===== config.mk =====
export PLATFORM = sky130hd
export DESIGN_NAME = alu_seq
export DESIGN_NICKNAME = d
export VERILOG_FILES = /design/src/rtl/alu_seq_pkg.sv /design/src/rtl/alu_seq_core.sv /design/src/rtl/alu_seq.sv
export SDC_FILE = /design/constraint.sdc
export NUM_CORES = 1
export LEC_CHECK = 0
export BUFFER_PORTS_ARGS = -buffer_cell sky130_fd_sc_hd__buf_4
export CORE_ASPECT_RATIO = 1.5
export CORE_MARGIN = 8
export CORE_UTILIZATION = 35
export CTS_BUF_LIST = sky130_fd_sc_hd__clkbuf_8
export DETAILED_ROUTE_END_ITERATION = 10
export PLACE_DENSITY = 0.5
export RECOVER_POWER = 100
export SYNTH_ARGS = -nofsm -noshare
export SYNTH_HDL_FRONTEND = slang
export SYNTH_SLANG_ARGS = --single-unit

===== constraint.sdc =====
create_clock -name clk -period 3.8 [get_ports clk]
set_input_delay 0.57 -clock clk [delete_from_list [all_inputs] [get_ports clk]]
set_output_delay 0.57 -clock clk [all_outputs]
set_load 0.02 [all_outputs]

===== src/rtl/alu_seq_pkg.sv =====
// Shared opcode and FSM state encodings for the alu_seq block and its core.
package alu_seq_pkg;

  typedef enum logic [4:0] {
    OP_AND = 5'd0,
    OP_OR  = 5'd1,
    OP_ADD = 5'd2,
    OP_INC = 5'd3,
    OP_DEC = 5'd4,
    OP_NOT = 5'd5,
    OP_SUB = 5'd6,
    OP_XOR = 5'd7,
    OP_SHL = 5'd8,
    OP_SHR = 5'd9
  } opcode_e;

  typedef enum logic [1:0] {
    ST_IDLE  = 2'd0,
    ST_SHIFT = 2'd1,
    ST_HOLD  = 2'd2
  } state_e;

  localparam logic [4:0] OP_LAST = 5'd9;

  function automatic logic op_is_shift(input logic [4:0] op);
    return (op == OP_SHL) || (op == OP_SHR);
  endfunction

  function automatic logic op_takes_carry(input logic [4:0] op);
    return (op == OP_ADD) || (op == OP_SUB);
  endfunction

endpackage


===== src/rtl/alu_seq_core.sv =====
// Combinational single-cycle ALU: logic ops, add/sub with carry-in, inc/dec/not
// on a selectable operand. Opcodes outside 0..7 produce zero.
import alu_seq_pkg::*;

module alu_seq_core #(
  parameter int ANCHO = 4
) (
  input  logic [ANCHO-1:0] a,
  input  logic [ANCHO-1:0] b,
  input  logic [2:0]       op,
  input  logic             sel,
  input  logic             cin,
  output logic [ANCHO-1:0] result,
  output logic             carry
);

  logic [ANCHO-1:0] opnd;
  logic [ANCHO:0]   wide;

  // The extra MSB of 'wide' is carry-out for sums and the borrow for differences.
  always_comb begin
    opnd   = sel ? b : a;
    wide   = '0;
    result = '0;
    carry  = 1'b0;
    case (opcode_e'({2'b00, op}))
      OP_AND: result = a & b;
      OP_OR:  result = a | b;
      OP_XOR: result = a ^ b;
      OP_NOT: result = ~opnd;
      OP_ADD: begin
        wide   = {1'b0, a} + {1'b0, b} + {{ANCHO{1'b0}}, cin};
        result = wide[ANCHO-1:0];
        carry  = wide[ANCHO];
      end
      OP_SUB: begin
        wide   = {1'b0, a} - {1'b0, b} - {{ANCHO{1'b0}}, cin};
        result = wide[ANCHO-1:0];
        carry  = wide[ANCHO];
      end
      OP_INC: begin
        wide   = {1'b0, opnd} + (ANCHO+1)'(1);
        result = wide[ANCHO-1:0];
        carry  = wide[ANCHO];
      end
      OP_DEC: begin
        wide   = {1'b0, opnd} - (ANCHO+1)'(1);
        result = wide[ANCHO-1:0];
        carry  = wide[ANCHO];
      end
      default: ;
    endcase
  end

endmodule


===== src/rtl/alu_seq.sv =====
// Handshaked sequential ALU: single-cycle ops via alu_seq_core, serial bit-per-cycle
// shifts, held result until consumed. ALU_SEQ_CARRY_CHAIN_EN enables stored-carry chaining.
import alu_seq_pkg::*;

module alu_seq #(
  parameter int ANCHO = 4
) (
  input  logic             clk,
  input  logic             rst,
  input  logic             in_valid,
  output logic             in_ready,
  input  logic [ANCHO-1:0] ALUA,
  input  logic [ANCHO-1:0] ALUB,
  input  logic [4:0]       ALUControl,
  input  logic [1:0]       ALUFlagIn,
  output logic             out_valid,
  input  logic             out_ready,
  output logic [ANCHO-1:0] ALUResult,
  output logic             C,
  output logic             Z,
  output logic             err
);

  localparam int CW = $clog2(ANCHO + 1);

  state_e           state_q, state_d;
  logic [ANCHO-1:0] result_q, result_d;
  logic             c_q, c_d, z_q, z_d, err_q, err_d;
  logic [CW-1:0]    cnt_q, cnt_d;
  logic             dir_q, dir_d, fill_q, fill_d;

  logic [ANCHO-1:0] core_res;
  logic             core_c, cin, chain_ok, illegal;
  logic [CW-1:0]    cap;

`ifdef ALU_SEQ_CARRY_CHAIN_EN
  logic carry_q, carry_d;

  // Stored carry follows every consumed result except illegal requests.
  always_comb begin
    carry_d = carry_q;
    if (state_q == ST_HOLD && out_ready && !err_q) carry_d = c_q;
  end

  always_ff @(posedge clk or posedge rst) begin
    if (rst) carry_q <= 1'b0;
    else     carry_q <= carry_d;
  end

  assign chain_ok = op_takes_carry(ALUControl);
  assign cin      = ALUFlagIn[1] ? carry_q : ALUFlagIn[0];
`else
  assign chain_ok = 1'b0;
  assign cin      = ALUFlagIn[0];
`endif

  assign illegal = (ALUControl > OP_LAST) || (ALUFlagIn[1] && !chain_ok);
  assign cap     = (32'(ALUB) > ANCHO) ? CW'(ANCHO) : CW'(ALUB);

  alu_seq_core #(.ANCHO(ANCHO)) u_core (
    .a      (ALUA),
    .b      (ALUB),
    .op     (ALUControl[2:0]),
    .sel    (ALUFlagIn[0]),
    .cin    (cin),
    .result (core_res),
    .carry  (core_c)
  );

  always_comb begin
    state_d  = state_q;
    result_d = result_q;
    c_d      = c_q;
    z_d      = z_q;
    err_d    = err_q;
    cnt_d    = cnt_q;
    dir_d    = dir_q;
    fill_d   = fill_q;
    case (state_q)
      ST_IDLE: begin
        if (in_valid) begin
          err_d = 1'b0;
          if (illegal) begin
            result_d = '0;
            c_d      = 1'b0;
            z_d      = 1'b1;
            err_d    = 1'b1;
            state_d  = ST_HOLD;
          end else if (op_is_shift(ALUControl)) begin
            // result_q doubles as the shift register while in SHIFT.
            result_d = ALUA;
            c_d      = 1'b0;
            z_d      = (ALUA == '0);
            dir_d    = (ALUControl == OP_SHR);
            fill_d   = ALUFlagIn[0];
            cnt_d    = cap;
            state_d  = (cap == '0) ? ST_HOLD : ST_SHIFT;
          end else begin
            result_d = core_res;
            c_d      = core_c;
            z_d      = (core_res == '0);
            state_d  = ST_HOLD;
          end
        end
      end
      ST_SHIFT: begin
        if (dir_q) begin
          result_d = {fill_q, result_q[ANCHO-1:1]};
          c_d      = result_q[0];
        end else begin
          result_d = {result_q[ANCHO-2:0], fill_q};
          c_d      = result_q[ANCHO-1];
        end
        z_d   = (result_d == '0);
        cnt_d = cnt_q - CW'(1);
        if (cnt_q == CW'(1)) state_d = ST_HOLD;
      end
      ST_HOLD: begin
        if (out_ready) state_d = ST_IDLE;
      end
      default: state_d = ST_IDLE;
    endcase
  end

  always_ff @(posedge clk or posedge rst) begin
    if (rst) begin
      state_q  <= ST_IDLE;
      result_q <= '0;
      c_q      <= 1'b0;
      z_q      <= 1'b0;
      err_q    <= 1'b0;
      cnt_q    <= '0;
      dir_q    <= 1'b0;
      fill_q   <= 1'b0;
    end else begin
      state_q  <= state_d;
      result_q <= result_d;
      c_q      <= c_d;
      z_q      <= z_d;
      err_q    <= err_d;
      cnt_q    <= cnt_d;
      dir_q    <= dir_d;
      fill_q   <= fill_d;
    end
  end

  assign in_ready  = (state_q == ST_IDLE);
  assign out_valid = (state_q == ST_HOLD);
  assign ALUResult = result_q;
  assign C         = c_q;
  assign Z         = z_q;
  assign err       = err_q;

endmodule


==> reports/results.tsv <==
metric	value	unit
run status	completed	
average via count per standard cell	5.40	
post-synth design cell area	1810	um2
final slew viol count	0	
Post-Layout Cell Count	313	
CTS root buffer	sky130_fd_sc_hd__clkbuf_8	
unique cell type count in the Yosys netlist	50	
Finished Core Util	40.1	%
routed wirelength normalized by instance count	16.2	um
beginning of the worst register-to-register path	state_q[0]$_DFFE_PP0P_	
critical path cell sequence	clkbuf_1, fa_1, fa_1, inv_1, mux4_2, o21ai_0, a21oi_1, or3_1, a21oi_1	
CTS tree	yes	
routability cong.	0.844	
Yosys Warn Count	0	
count of instances resized after the clock tree is built	0	
number of port buffers	27	
horizontal die dimension	74.8	um
residual antenna-violating net count after detailed routing	0	
data required time of the worst path	3.97	ns
share of synthesized area occupied by flip-flops and latches	19.3	%
actual transition at the worst max-transition pin	0.858	ns
sum of routed wire length over all layers	5.07	mm
largest net degree at the start of global routing	21	
final-report setup violation count	0	
routed vias	1689	
class of the most critical hold timing path	primary input to async pin	
worst reg-to-reg setup slack	1.91	ns
worst hold slack across all endpoints	0.386	ns
iteration-0 DRC count of the detailed router	133	
worst path bufs/invs	2	
number of cells produced by synthesis	224	
type of element launching the critical path	primary input	
total negative slack for setup checks	0	ns
average cell area after synthesis	8.10	um2
clock transition at the registers of the reported paths	0.06	ns
setup skew after layout	0.00154	ns
Nets	288	
core outline area	5080	um2
portion of the clock cycle consumed by the worst path in the final layout	72.7	%
die height	104	um
total number of placement rows	32	
DRC	0	
ports placed on the boundary	28	
first-pass GRT wire length	8.51	mm
starting density of the core	35.7	%
cts bufs inserted	3	
Reg-to-Reg End	Z$_DFFE_PP0P_	
CP Class	primary input to flop	
maximum operating frequency	362	MHz
ys flop type	sky130_fd_sc_hd__dfrtp_1	
Filler Cells Inserted	564	
number of flops mapped to enable cells by yosys	0	
Layout Area Growth over Synthesis	12.3	%
deepest clock path buffer count	2	
worst reg2reg path depth	6	
leakage power summed over all cells	0.889	nW
Post-CTS Repair Setup Buffers	0	
register cell area after layout	350	um2
Synthesized Nets	265	
count leader, synth	sky130_fd_sc_hd__inv_1	
number of hold violations in the final report	0	
met1 track utilization from global routing	15.4	%
most utilized layer in the global route result	met2	
most area-consuming cells after synthesis	sky130_fd_sc_hd__dfrtp_1 19%, sky130_fd_sc_hd__ha_1 12%, sky130_fd_sc_hd__inv_1 5.2%	
met3 global-route usage	1.64	%
number of sinks on the clock net	14	
setup repair after global routing missed its margin	no	
power consumption	0.000663	W
drt first pass iters	4	
number of synthesized register bits	14	
crit path capture type	flop	
global-route met2 utilization	24.6	%
area of the multi-input gates	1300	um2
total power per unit cell area	325	nW/um2
cell with the largest stage delay on the worst path	sky130_fd_sc_hd__fa_1	
number of H-tree levels	1	
crit path time final	2.76	ns
global-route congestion overflow total	0	
IR Drop Worst-Case VDD	0.144	mV
largest area contributor in the netlist	sky130_fd_sc_hd__dfrtp_1	
list of most frequent post-synthesis cells	25 x sky130_fd_sc_hd__inv_1, 21 x sky130_fd_sc_hd__nor2_1, 18 x sky130_fd_sc_hd__a21oi_1, 18 x sky130_fd_sc_hd__ha_1	
Total GRT Usage	13.8	%
critical-path maximum fanout	7	
worst slew slack as a fraction of its limit	42.8	%
overall die area	7790	um2
initial antenna violation count	0	
max-cap viol count	0	
dpl hpwl	4.20	mm
number of global-route vias before repair	1757	
antenna diode instance count	0	
top cell family by delay on the critical path	adder cells	
Arr. time, crit path	2.93	ns
area fraction of the dominant cell type after synthesis	19.3	%
number of cells after detailed placement	310	
maximum cell stage delay along the critical path	0.51	ns
clk_lat worst skew	0.24	ns
share of cells above drive strength 1	12.2	%
post-synthesis async set-or-reset flop share	100	%
hold buffer count at CTS	0	
==> where the power goes <==
part / leakage (nW) / internal, W / switching (W) / total, W
registers: 0.171 / 0.000187 / 0.0000431 / 0.000230
clock network: 0.0216 / 0.0000699 / 0.0000486 / 0.000119
logic: 0.696 / 0.000136 / 0.000178 / 0.000314
total: 0.889 / 0.000393 / 0.000270 / 0.000663
==> sequential cells by signal (all words and copies together), names as in the netlist <==
signal	flops
ALUResult	4
cnt_q	3
state_q	2
C	1
Z	1
dir_q	1
err	1
fill_q	1
==> area by class of cell <==
| class | instances | share of cell area (%) |
|---|---|---|
| tap | 68 | 4.18 |
| sequential | 14 | 17.2 |
| timing repair buffer | 28 | 8.29 |
| inverter | 25 | 4.61 |
| multi-input combinational | 175 | 63.7 |
| clock buffer | 3 | 2.03 |
==> metal layers <==
| metal | part of all wire, % | wire, um | vias to the layer above |
|---|---|---|---|
| li1 | - | - | 842 |
| met1 | 39 | 1990 | 790 |
| met2 | 52 | 2650 | 45 |
| met3 | 4.8 | 246 | 12 |
| met4 | 3.6 | 185 | 0 |
| met5 | 0 | 0 | - |
==> logic make-up (layout without fill, tap and decap cells) <==
kind of cell	count (synthesis)	count (layout)	synth area share (%)
multiplexers	13	13	10.1
AND/OR/NAND/NOR	67	67	18.7
flip-flops	14	14	19.3
AO/OA/AOI/OAI	67	67	23.9
adder cells (fa/ha/maj)	22	22	16.8
XOR/XNOR	6	6	2.90
buffers and inverters	35	56	8.34
==> cells in the final DEF (no fill, tap or decap), drive strengths merged, types with 2 or more instances in the layout <==
master	netlist	final
a22oi	2	2
mux2i	5	5
a311oi	4	4
clkbuf	4	15
xnor2	5	5
fa	4	4
a21oi	18	18
a31oi	3	3
o21ai	16	16
mux4	2	2
dfrtp	14	14
buf	6	16
mux2	6	6
ha	18	18
nand2b	4	4
a21o	3	3
o31ai	5	5
a211oi	2	2
and2	2	2
o22ai	4	4
or2	2	2
nor2b	4	4
nand2	13	13
and3	2	2
inv	25	25
nor3	4	4
nand3b	2	2
nor2	21	21
nand3	8	8
nor4	2	2
a211o	3	3
==> how the worst max path moves through the flow <==
stage / start / endpoint / slack, ns / cells after the start
after floorplan: ALUFlagIn[0] / ALUResult[1]$_DFFE_PP0P_ / 1.05 / 10
after global placement: ALUA[0] / ALUResult[1]$_DFFE_PP0P_ / 0.91 / 9
after detailed placement: ALUFlagIn[0] / ALUResult[1]$_DFFE_PP0P_ / 0.89 / 10
after CTS: ALUFlagIn[0] / ALUResult[1]$_DFFE_PP0P_ / 1.14 / 10
after global routing: ALUA[0] / ALUResult[1]$_DFFE_PP0P_ / 0.88 / 9
final: ALUA[0] / ALUResult[1]$_DFFE_PP0P_ / 1.04 / 9
==> stage by stage <==
stage          area, um2  setup slack [ns]
6_report            2040              1.04
5_1_grt             2040             0.876
4_1_cts             2090              1.14
3_5_place_dp        2050             0.888
3_3_place_gp        2050             0.906
2_1_floorplan       1810              1.05
Note: power is estimated with default switching activity, not from simulation.
